`src/rtl/sensor_conditioner.sv`:
```
// -----------------------------------------------------------------------------
// sensor_conditioner
//
// Input conditioning for the watering controller. The raw light (SL) and
// soil-humidity (SH) pins are synchronised to Clk, debounced, and every
// accepted change is followed by a hold window during which the channel
// ignores its input. The outputs drive the controller's SL/SH inputs directly.
//
// Ports:
//   Clk     in   system clock (50 MHz)
//   reset   in   asynchronous reset, active low
//   SL_raw  in   raw light-sensor pin, asynchronous to Clk
//   SH_raw  in   raw humidity-sensor pin, asynchronous to Clk
//   SL      out  conditioned light level
//   SH      out  conditioned humidity level
//   SL_chg  out  one-cycle strobe when SL changes after acquisition
//   SH_chg  out  one-cycle strobe when SH changes after acquisition
//   ready   out  high once both channels have acquired an initial level
//
// Parameters:
//   DEBOUNCE_CYCLES  consecutive samples a new level must persist (>= 2)
//   HOLD_CYCLES      cycles the input is ignored after a change (>= 1)
//   CNT_W            counter width, 2^CNT_W > max(DEBOUNCE_CYCLES, HOLD_CYCLES)
// -----------------------------------------------------------------------------

// -----------------------------------------------------------------------------
// sensor_channel
//
// One conditioned channel: 2-flop synchroniser followed by an
// ACQ / STABLE / DEBOUNCE / HOLD state machine sharing a single counter.
//
// Ports:
//   Clk         in   system clock
//   reset       in   asynchronous reset, active low
//   i_raw       in   raw pin level
//   o_level     out  conditioned level (registered)
//   o_chg       out  one-cycle strobe on an accepted change (registered)
//   o_acquired  out  high once an initial level has been acquired
// -----------------------------------------------------------------------------
module sensor_channel #(
    parameter int DEBOUNCE_CYCLES = 2_500_000,
    parameter int HOLD_CYCLES     = 50_000_000,
    parameter int CNT_W           = 26
) (
    input  logic Clk,
    input  logic reset,
    input  logic i_raw,
    output logic o_level,
    output logic o_chg,
    output logic o_acquired
);

    typedef enum logic [1:0] {
        ST_ACQ,
        ST_STABLE,
        ST_DEBOUNCE,
        ST_HOLD
    } state_t;

    // Terminal counts are compared against the value held *before* the edge,
    // so the edge that takes the N-th sample sees N-1 in the counter.
    localparam logic [CNT_W-1:0] DEB_LAST  = CNT_W'(DEBOUNCE_CYCLES - 1);
    localparam logic [CNT_W-1:0] HOLD_LAST = CNT_W'(HOLD_CYCLES - 1);
    localparam logic [CNT_W-1:0] CNT_ONE   = CNT_W'(1);

    logic             r_sync1;
    logic             r_sync2;
    logic             r_last;     // previous synchronised sample, used only in ACQ
    logic [CNT_W-1:0] r_cnt;
    state_t           r_state;
    logic             r_level;
    logic             r_chg;
    logic             r_acquired;

    logic             w_s;

    assign w_s = r_sync2;

    always_ff @(posedge Clk or negedge reset) begin
        if (!reset) begin
            r_sync1    <= 1'b0;
            r_sync2    <= 1'b0;
            r_last     <= 1'b0;
            r_cnt      <= '0;
            r_state    <= ST_ACQ;
            r_level    <= 1'b0;
            r_chg      <= 1'b0;
            r_acquired <= 1'b0;
        end else begin
            r_sync1 <= i_raw;
            r_sync2 <= r_sync1;
            r_chg   <= 1'b0;

            case (r_state)
                // Wait for the synchronised input to sit still long enough,
                // then adopt it silently (no strobe, no hold).
                ST_ACQ: begin
                    r_last <= w_s;
                    if (w_s != r_last) begin
                        r_cnt <= CNT_ONE;
                    end else if (r_cnt == DEB_LAST) begin
                        r_level    <= w_s;
                        r_acquired <= 1'b1;
                        r_cnt      <= '0;
                        r_state    <= ST_STABLE;
                    end else begin
                        r_cnt <= r_cnt + CNT_ONE;
                    end
                end

                // The first differing sample already counts as sample one.
                ST_STABLE: begin
                    r_cnt <= '0;
                    if (w_s != r_level) begin
                        r_cnt   <= CNT_ONE;
                        r_state <= ST_DEBOUNCE;
                    end
                end

                ST_DEBOUNCE: begin
                    if (w_s == r_level) begin
                        // Glitch: input returned before it was accepted.
                        r_cnt   <= '0;
                        r_state <= ST_STABLE;
                    end else if (r_cnt == DEB_LAST) begin
                        r_level <= ~r_level;
                        r_chg   <= 1'b1;
                        r_cnt   <= '0;
                        r_state <= ST_HOLD;
                    end else begin
                        r_cnt <= r_cnt + CNT_ONE;
                    end
                end

                // Input is ignored; samples seen here never count towards
                // the next debounce.
                ST_HOLD: begin
                    if (r_cnt == HOLD_LAST) begin
                        r_cnt   <= '0;
                        r_state <= ST_STABLE;
                    end else begin
                        r_cnt <= r_cnt + CNT_ONE;
                    end
                end

                default: begin
                    r_cnt   <= '0;
                    r_state <= ST_ACQ;
                end
            endcase
        end
    end

    assign o_level    = r_level;
    assign o_chg      = r_chg;
    assign o_acquired = r_acquired;

endmodule

module sensor_conditioner #(
    parameter int DEBOUNCE_CYCLES = 2_500_000,
    parameter int HOLD_CYCLES     = 50_000_000,
    parameter int CNT_W           = 26
) (
    input  logic Clk,
    input  logic reset,
    input  logic SL_raw,
    input  logic SH_raw,
    output logic SL,
    output logic SH,
    output logic SL_chg,
    output logic SH_chg,
    output logic ready
);

    // Channel 0 = light (SL), channel 1 = humidity (SH).
    logic [1:0] w_raw;
    logic [1:0] w_level;
    logic [1:0] w_chg;
    logic [1:0] w_acquired;
    logic       r_ready;

    assign w_raw = {SH_raw, SL_raw};

    generate
        for (genvar gi = 0; gi < 2; gi++) begin : g_chan
            sensor_channel #(
                .DEBOUNCE_CYCLES (DEBOUNCE_CYCLES),
                .HOLD_CYCLES     (HOLD_CYCLES),
                .CNT_W           (CNT_W)
            ) u_chan (
                .Clk        (Clk),
                .reset      (reset),
                .i_raw      (w_raw[gi]),
                .o_level    (w_level[gi]),
                .o_chg      (w_chg[gi]),
                .o_acquired (w_acquired[gi])
            );
        end
    endgenerate

    // Sticky: rises the edge after both channels have acquired, cleared
    // only by reset.
    always_ff @(posedge Clk or negedge reset) begin
        if (!reset) begin
            r_ready <= 1'b0;
        end else if (&w_acquired) begin
            r_ready <= 1'b1;
        end
    end

    assign SL     = w_level[0];
    assign SH     = w_level[1];
    assign SL_chg = w_chg[0];
    assign SH_chg = w_chg[1];
    assign ready  = r_ready;

endmodule

```
`config.mk`:
```
export PLATFORM = sky130hd
export DESIGN_NAME = sensor_conditioner
export DESIGN_NICKNAME = d
export VERILOG_FILES = /design/src/rtl/sensor_conditioner.sv
export SDC_FILE = /design/constraint.sdc
export NUM_CORES = 1
export LEC_CHECK = 0
export CAP_MARGIN = 10
export CORE_MARGIN = 10
export CORE_UTILIZATION = 35
export DETAILED_ROUTE_END_ITERATION = 8
export PLACE_DENSITY = 0.51
export SETUP_SLACK_MARGIN = 0.2
export SKIP_CTS_REPAIR_TIMING = 1
export SLEW_MARGIN = 10
export SYNTH_ARGS = -nofsm -noshare
export SYNTH_HDL_FRONTEND = slang
export SYNTH_SLANG_ARGS = --single-unit
```
`constraint.sdc`:
```
create_clock -name Clk -period 2.2 [get_ports Clk]
set_input_delay 0.22 -clock Clk [delete_from_list [all_inputs] [get_ports Clk]]
set_output_delay 0.22 -clock Clk [all_outputs]
set_load 0.01 [all_outputs]
```
After elaboration in Yosys (flattened, before gate mapping). Cells that the tools add are included.

Word-level logic and storage cells: 106. Bits of input ports: 4. Output and inout bits: 5. Register bits after elaboration: 69.

Reduce and logical (&&, ||, !) cells: 11. Mux-type cells: 42. Add/subtract/negate cells: 2. Equality and inequality tests: 30. Bitwise logic cells: 4.

Operator list (number): 26-bit 2-to-1 mux (8); 26-bit one-hot mux with 4 select lines (2); 26-bit by 1-bit adder with 26-bit output, second input constant (2); 26-bit by 22-bit equality test with 1-bit output, second input constant (2); 26-bit equality test, second input constant (2); 2-bit 2-to-1 mux (12); 5-bit AND reduction (4); 1-bit 2-to-1 mux (16); 2-bit by 1-bit != test with 1-bit output, second input constant (8); 2-bit one-hot mux with 4 select lines (2); 2-bit equality test, second input constant (4); 2-bit != test, second input constant (4); 3-bit by 1-bit != test with 1-bit output, second input constant (2); 3-bit AND reduction (2); 2-bit by 1-bit equality test with 1-bit output, second input constant (2); 2-bit zero test (2); 1-bit != test (4); 1-bit inverter (4); 1-bit one-hot mux with 2 select lines (2); 2-bit nonzero test (2); 1-bit equality test (2); 2-bit AND reduction (1).

Longest topological paths before layout. Gate-level depths: netlist of the first run.

Depth in word-level cells: 4. Mapped depth: 9. Depth with buffers taken out: 7.

By module. From an unflattened synthesis of the first run, not the netlist that was laid out.

Cell total of the unflattened synthesis: 394. Area total of the unflattened synthesis: 3813.7 um^2.

By module, submodules not included: sensor_channel (g_chan[0].u_chan) (area each 1909.3 um^2, cells an instance 200, instances 1); sensor_channel (g_chan[1].u_chan) (area each 1871.8 um^2, cells an instance 192, instances 1); sensor_conditioner (area each 32.5 um^2, cells an instance 2, instances 1).

Worst setup path before layout of the first run. No wires, ideal clock.

Kind: register to register. Start: register g_chan[1].u_chan.r_cnt[0]. End: register g_chan[1].u_chan.r_cnt[10]. Path buffers: 1. Setup slack: 0.279 ns. Setup time: 0.119 ns. Stages on the path, launching flop included: 8. Data arrival time: 1.803 ns. Cell sequence: dfrtp_1 -> ha_1 -> nand4_1 -> or2_1 -> o41ai_4 -> o221a_4 -> buf_6 -> nor2_1.

Cells in the longest elaborated chain, start to end: 4.

RTL lines: start, declared (RTL line 69) `logic [CNT_W-1:0] r_cnt;`; start signal, assigned (RTL line 107) `r_cnt <= r_cnt + CNT_ONE;`; start signal, assigned (RTL line 131) `r_cnt <= r_cnt + CNT_ONE;`; start signal, assigned (RTL line 142) `r_cnt <= r_cnt + CNT_ONE;`; 26-bit by 1-bit adder with 26-bit output / 26-bit by 22-bit equality test with 1-bit output (equally long branches); 26-bit 2-to-1 mux (RTL line 101, 125); 26-bit 2-to-1 mux (on tied branches) (RTL line 121, 99); 26-bit one-hot mux with 4 select lines (*) (RTL line 94) `case (r_state)`.

Mark *: on every way between the ends. The rest lies on a longest branch, timed or not. A chain may end at the register's enable or synchronous reset.

Worst setup path in the final report of the first run.
Start: register g_chan[1].u_chan.r_cnt[0]. End: register g_chan[1].u_chan.r_cnt[9].

The elaborated chain is that of the path after synthesis.

==> results.ini, run 1 <==
[status]
status = completed

[floorplanning]
die_x_um = 124.0
ios = 9
rows = 37
die_y_um = 124.0
dieArea_um2 = 15380
start_util_pct = 36.35
core_area_um2 = 10420

[global_routing]
met1_usage_pct = 15.38
grtUsageMet2_pct = 15.60
antenna_found_initial = 0
grt_use_met3_pct = 2.489
grt_max_degree = 70
overflow = 0
grt.busiest_layer = met2
grt.total_usage_pct = 10.77
grt_pass1_vias = 2671
grt_pass1_wl_um = 13360

[synthesis]
syn_inst = 381
ys_seq_area_share_pct = 45.60
ys_async_sr_fraction_pct = 100.0
synth_area_leader_cell = dfrtp_1
ys.flop_type = dfrtp_1
synthesis.nets = 398
netlist_area_um2 = 3786
synth-edff-count = 0
yosys_warnings = 0
synth.top_cell.area_share_pct = 45.60
avgSynthCellArea_um2 = 9.937
synthTopCellsByArea = dfrtp_1, xor2_1, nor2_1
ys_seq_elements = 69
ys_types = 47

[power_and_ir_drop]
fin_total_pwr_uw = 2586
clkPwrFrac_pct = 39.7
max-vdd-ir-drop_uv = 330.2
power.leakage_uw = 0.001970
seqPwrFrac_pct = 51.9
swShare_pct = 24.24
combPwrFrac_pct = 8.5
intPower_uw = 1959
p_sw_uw = 626.8
power_density_nw_per_um2 = 551.5

[worst_setup_path]
crit_slowest_cell = dfrtp_1
endpoint_kind = register
start_kind = register
path_buf_inv = 2
cp.required_ns = 2.43
path_delay_family = compound AO/OA/AOI/OAI gates
path_common_cell = buf_4
cp_slowest_stage_delay_ns = 0.42
path_cells = ha_4 > and4_4 > nand4_1 > buf_4 > o311ai_4 > buf_4 > o221a_4 > nor2_1
critical_path_class = register to register
crit_arrival_ns = 2.28
cp_max_fo = 6

[hold_path]
hold_path_class = input port to register

[sta]
min_period_over_period_pct = 93.57
fin_ws_ns = 0.1415
slew_viol_final = 0
maxSlewHeadroom_pct = 74.81
hold_viol_final = 0
rsz0062_at_grt = yes
finClkSkew_ns = 0.01113
tightest_slew_ns = 0.3778
fmax_ghz = 0.4858
setup_tns_ns = 0
setup_viol = 0
fin_crit_ns = 2.058

[clocking]
cts_tree = built
cts_buffers = 9
clockBufferDepth = 2
path_clk_slew_ns = 0.08
cts_root_buf = clkbuf_8
cts_sinks = 69
htree_levels = 3
worstSkewPairLatency_ns = 0.34

[final_layout]
layout-drive-gt1-share_pct = 20.18
syn_to_final_growth_pct = 23.83
fin_util_pct = 45.01
final_common_cell = dfrtp_1
antennaDiodeCount = 0
final_cell_mix = dfrtp_1, nor2_1, xor2_1, buf_4
fin_nets = 448

[routing]
drtIter0Drc = 135
drc_errors = 0
drt-pass1-iter-count = 4
wl_um = 8627
viasPerCell = 5.222
ant_nets = 0
vias = 2987
wl_per_cell_um = 15.08

[placed_design]
port_buffers = 8
hpwl_um = 5412
place_ws_ns = 0.001533
gp_congestion = 0.7837

[flow_run]
cap_viol_max_count = 0

## metal layers
metal  part of all wire, %  routed length, um  vias up
met2                    45               3857       47
met5                     0                  0        -
met4                  0.95                 82        0
li1                      -                  -     1456
met1                    51               4416     1477
met3                   3.1                271        7
## cells by family after synthesis
kind of cell	synth area share, %
simple gates	26.24
flops	45.60
xor+xnor	11.57
compound gates	7.634
buf+inv	3.007
fa+ha+maj	4.296
mux	1.652
## power groups by stage
| stage | clock [uW] | sequential [uW] | combinational (uW) |
|---|---|---|---|
| after CTS | 1060 | 1340 | 171 |
| after global routing | 1110 | 1350 | 247 |
| final | 1030 | 1340 | 219 |
| after floorplan | 0 | 1350 | 119 |
| after detailed placement | 0 | 1360 | 169 |
| after global placement | 0 | 1360 | 167 |
## cells in the mapped netlist, types with 2 or more instances
library cell  count
nor2b_1           2
and4_1            7
and2_1            7
nor4_1            5
clkbuf_1          6
and3_1           11
nor2_1           59
o211ai_1          6
a31o_2            2
nand4_1          15
nor3_1            5
dfrtp_1          69
xnor2_1          15
buf_6             4
o221a_2           2
a21oi_1           4
nand3_1          28
o21ai_0           5
nor4b_1           5
o311ai_1          2
nor4_2            3
mux2i_1           4
nand2_1          27
inv_1            11
ha_1             13
xor2_1           35
nor3_2            4
nand2b_1          3
nand3b_1          3
mux2_2            2
## registers in the layout, indices dropped and copies added (netlist names)
name,count
g_chan.u_chan.r_cnt,52
g_chan.u_chan.r_state,4
g_chan.u_chan.o_acquired,2
g_chan.u_chan.o_chg,2
g_chan.u_chan.o_level,2
g_chan.u_chan.r_last,2
g_chan.u_chan.r_sync1,2
g_chan.u_chan.r_sync2,2
ready,1
## per-stage QoR
step | instance area [um2] | instances | hold slack, ns
2_1_floorplan | 3786 | 381 | -0.07559
3_3_place_gp | 4114 | 531 | 0.2626
6_report | 4688 | 572 | 0.3131
5_1_grt | 4688 | 572 | 0.3148
4_1_cts | 4307 | 547 | -0.1185
3_5_place_dp | 4114 | 531 | 0.2573
## final timing paths
check / start / end / slack [ns] / depth (start not counted)
worst min register to register: g_chan[1].u_chan.r_sync1$_DFF_PN0_ / g_chan[1].u_chan.r_sync2$_DFF_PN0_ / 0.35 / 0
worst min-delay path: SL_raw / g_chan[0].u_chan.r_sync1$_DFF_PN0_ / 0.31 / 1
max in group asynchronous: reset / g_chan[1].u_chan.r_state[0]$_DFFE_PN0P_ / 1.46 / 3
worst max register to register: g_chan[1].u_chan.r_cnt[0]$_DFF_PN0_ / g_chan[1].u_chan.r_cnt[9]$_DFF_PN0_ / 0.14 / 8
min in group asynchronous: reset / g_chan[0].u_chan.r_cnt[21]$_DFF_PN0_ / 0.42 / 3
worst max-delay path: g_chan[1].u_chan.r_cnt[0]$_DFF_PN0_ / g_chan[1].u_chan.r_cnt[9]$_DFF_PN0_ / 0.14 / 8
## layout make-up
type                       instances  area [um2]
tap                              136       170.2
fill                            1005        5728
clock buffer                      12       145.1
multi-input combinational        293        2132
inverter                          11       41.29
clock inverter                     4       47.55
timing repair buffer              47       422.9
sequential                        69        1729
Note: power is estimated with default switching activity, not from simulation.
==> run 2: changes to the inputs <==
- GPL_ROUTABILITY_DRIVEN: unset -> 1
==> results of run 2 <==
Final layout, timing and power as in run 1 (identical DEF).
==> run 3: changes to the inputs <==
- PLACE_DENSITY: 0.51 -> 0.53
==> run 3 against run 2 <==
  * Die area did not move
  * Via count fell by 1.2%
  * The flow now finishes with violations (negative hold slack)
  * Global-route usage rose by 0.24 points
  * Maximum frequency rose by 1.3%
  * Wire length rose by 2.0%
  * Power rose by 2.6%
  * Register-to-register slack improved by 0.03 ns
  * Count of clock-buffer cells in the layout fell by 1
  * Non-clock buffer count fell by 3
  * Worst hold slack got worse by 0.35 ns
  * Critical path type unchanged
==> results.ini, run 3 (same netlist as run 1, synthesis figures left out) <==
[power_and_ir_drop]
clkPwrFrac_pct = 41.1  ; was 39.7%
p_sw_uw = 665.6  ; was 626.8 uW
power_density_nw_per_um2 = 568.9  ; was 551.5 nW/um2
seqPwrFrac_pct = 50.6  ; was 51.9%
max-vdd-ir-drop_uv = 294.0  ; was 330.2 uV
swShare_pct = 25.08  ; was 24.24%
intPower_uw = 1988  ; was 1959 uW
combPwrFrac_pct = 8.3  ; was 8.5%
power.leakage_uw = 0.001950  ; was 0.001970 uW

[placed_design]
hpwl_um = 5507  ; was 5412 um
gp_congestion = 0.7616  ; was 0.7837
port_buffers = 8  ; unchanged

[hold_path]
hold_path_class = input port to async pin  ; was input port to register

[clocking]
cts_buffers = 9  ; unchanged
clockBufferDepth = 2  ; unchanged
cts_root_buf = clkbuf_8  ; unchanged
cts_tree = built  ; unchanged
worstSkewPairLatency_ns = 0.36  ; was 0.34 ns
path_clk_slew_ns = 0.08  ; about the same
cts_sinks = 69  ; unchanged
htree_levels = 3  ; unchanged

[worst_setup_path]
endpoint_kind = register  ; unchanged
cp_max_fo = 6  ; unchanged
critical_path_class = register to register  ; unchanged
start_kind = register  ; unchanged
crit_arrival_ns = 2.27  ; was 2.28 ns
cp.required_ns = 2.44  ; was 2.43 ns

[final_layout]
syn_to_final_growth_pct = 23.20  ; was 23.83%
fin_nets = 445  ; was 448
largest_reg_flops = 52  ; unchanged
antennaDiodeCount = 0  ; unchanged
reg_top3 = g_chan.u_chan.r_cnt (52), g_chan.u_chan.r_state (4)  ; unchanged
fin_util_pct = 44.78  ; was 45.01%
regMostFlops = g_chan.u_chan.r_cnt  ; unchanged
final_cell_mix = dfrtp_1, nor2_1, xor2_1, buf_4, nand3_1  ; was dfrtp_1, nor2_1, xor2_1, buf_4
layout-drive-gt1-share_pct = 21.94  ; was 20.18%
final_common_cell = dfrtp_1  ; unchanged

[sta]
maxSlewHeadroom_pct = 39.21  ; was 74.81%
tightest_slew_ns = 0.9119  ; was 0.3778 ns
slew_viol_final = 0  ; unchanged
setup_tns_ns = 0  ; unchanged
fmax_ghz = 0.4923  ; was 0.4858 GHz
min_period_over_period_pct = 92.34  ; was 93.57%
fin_crit_ns = 2.031  ; was 2.058 ns
hold_viol_final = 15  ; was 0
finClkSkew_ns = 0.01192  ; was 0.01113 ns
hold_ws_ns = -0.03578  ; was 0.3131 ns
rsz0062_at_grt = yes  ; unchanged
setup_viol = 0  ; unchanged

[routing]
drc_errors = 0  ; unchanged
viasPerCell = 5.188  ; was 5.222
wl_per_cell_um = 15.47  ; was 15.08 um
vias = 2952  ; was 2987
drtIter0Drc = 157  ; was 135
drt-pass1-iter-count = 4  ; unchanged
ant_nets = 0  ; unchanged
wl_um = 8800  ; was 8627 um

[global_routing]
overflow = 0  ; unchanged
antenna_found_initial = 0  ; unchanged
grt_pass1_wl_um = 13420  ; was 13360 um
grt_max_degree = 70  ; unchanged
grt.total_usage_pct = 11.01  ; was 10.77%
grt_pass1_vias = 2677  ; was 2671

[floorplanning]
rows = 37  ; unchanged
core_area_um2 = 10420  ; unchanged
ios = 9  ; unchanged
dieArea_um2 = 15380  ; unchanged
die_y_um = 124.0  ; unchanged
start_util_pct = 36.35  ; unchanged
die_x_um = 124.0  ; unchanged

[status]
status = finished, violations left  ; was completed
violations = negative hold slack

[flow_run]
cap_viol_max_count = 0  ; unchanged

run 3: changes by cell type in the layout (fill, tap and decap cells not counted), sizes merged:
cell	before	now
buf	38	37
clkbuf	13	11
clkinvlp	1	2
dlygate4sd3	1	0
run 3: worst max-delay path, cell delays in order, from the launching register on:
cell and delay (ns):
dfrtp_2 0.46, nor4_4 0.32, nand4_1 0.19, buf_4 0.19
o311ai_4 0.28, buf_4 0.18, o221a_4 0.23, nor2_1 0.07
run 3: path summary, 6_finish.rpt:
check / start / end / slack [ns] / cells past startpoint
max: g_chan[1].u_chan.r_cnt[16]$_DFF_PN0_ / g_chan[1].u_chan.r_cnt[25]$_DFF_PN0_ / 0.17 / 7
min: reset / g_chan[0].u_chan.r_cnt[20]$_DFF_PN0_ / -0.04 / 1
max reg2reg: g_chan[1].u_chan.r_cnt[16]$_DFF_PN0_ / g_chan[1].u_chan.r_cnt[25]$_DFF_PN0_ / 0.17 / 7
min reg2reg: g_chan[0].u_chan.r_sync1$_DFF_PN0_ / g_chan[0].u_chan.r_sync2$_DFF_PN0_ / 0.35 / 0
max in group asynchronous: reset / g_chan[1].u_chan.r_cnt[16]$_DFF_PN0_ / 1.56 / 1
min in group Clk: SH_raw / g_chan[1].u_chan.r_sync1$_DFF_PN0_ / 0.30 / 1
run 3: metal layers:
layer  GRT usage, %  part of all wire [%]
met4          5.036                   1.8
met3          3.348                   3.9
met1          14.75                    49
met2          15.93                    45
met5              0                     0
run 3: layout make-up:
class,instances,area [um2]
Fill cell,973,5752
Timing Repair Buffer,44,367.9
Inverter,11,41.29
Multi-Input combinational cell,293,2143
Tap cell,136,170.2
Sequential cell,69,1732
Clock buffer,11,151.4
Clock inverter,5,58.81
run 3: through the flow:
| step | total power (uW) | setup slack [ns] | cell area [um2] | std cells | hold WS (ns) |
|---|---|---|---|---|---|
| floorplan | 1473 | 0.2785 | 3786 | 381 | -0.07559 |
| global placement | 1528 | 0.09786 | 4101 | 531 | 0.3330 |
| detailed placement | 1532 | 0.05685 | 4101 | 531 | 0.3364 |
| CTS | 2637 | 0.03613 | 4312 | 547 | 0.01951 |
| global route | 2781 | 0.04835 | 4664 | 569 | 0.04730 |
| finish | 2654 | 0.1686 | 4664 | 569 | -0.03578 |
run 3: power groups by stage:
stage / Clock, uW / Combinational (uW) / Sequential (uW)
after global routing: 1190 / 244 / 1350
after detailed placement: 0 / 170 / 1360
after floorplan: 0 / 119 / 1350
final: 1090 / 221 / 1340
after global placement: 0 / 169 / 1360
after CTS: 1130 / 171 / 1340
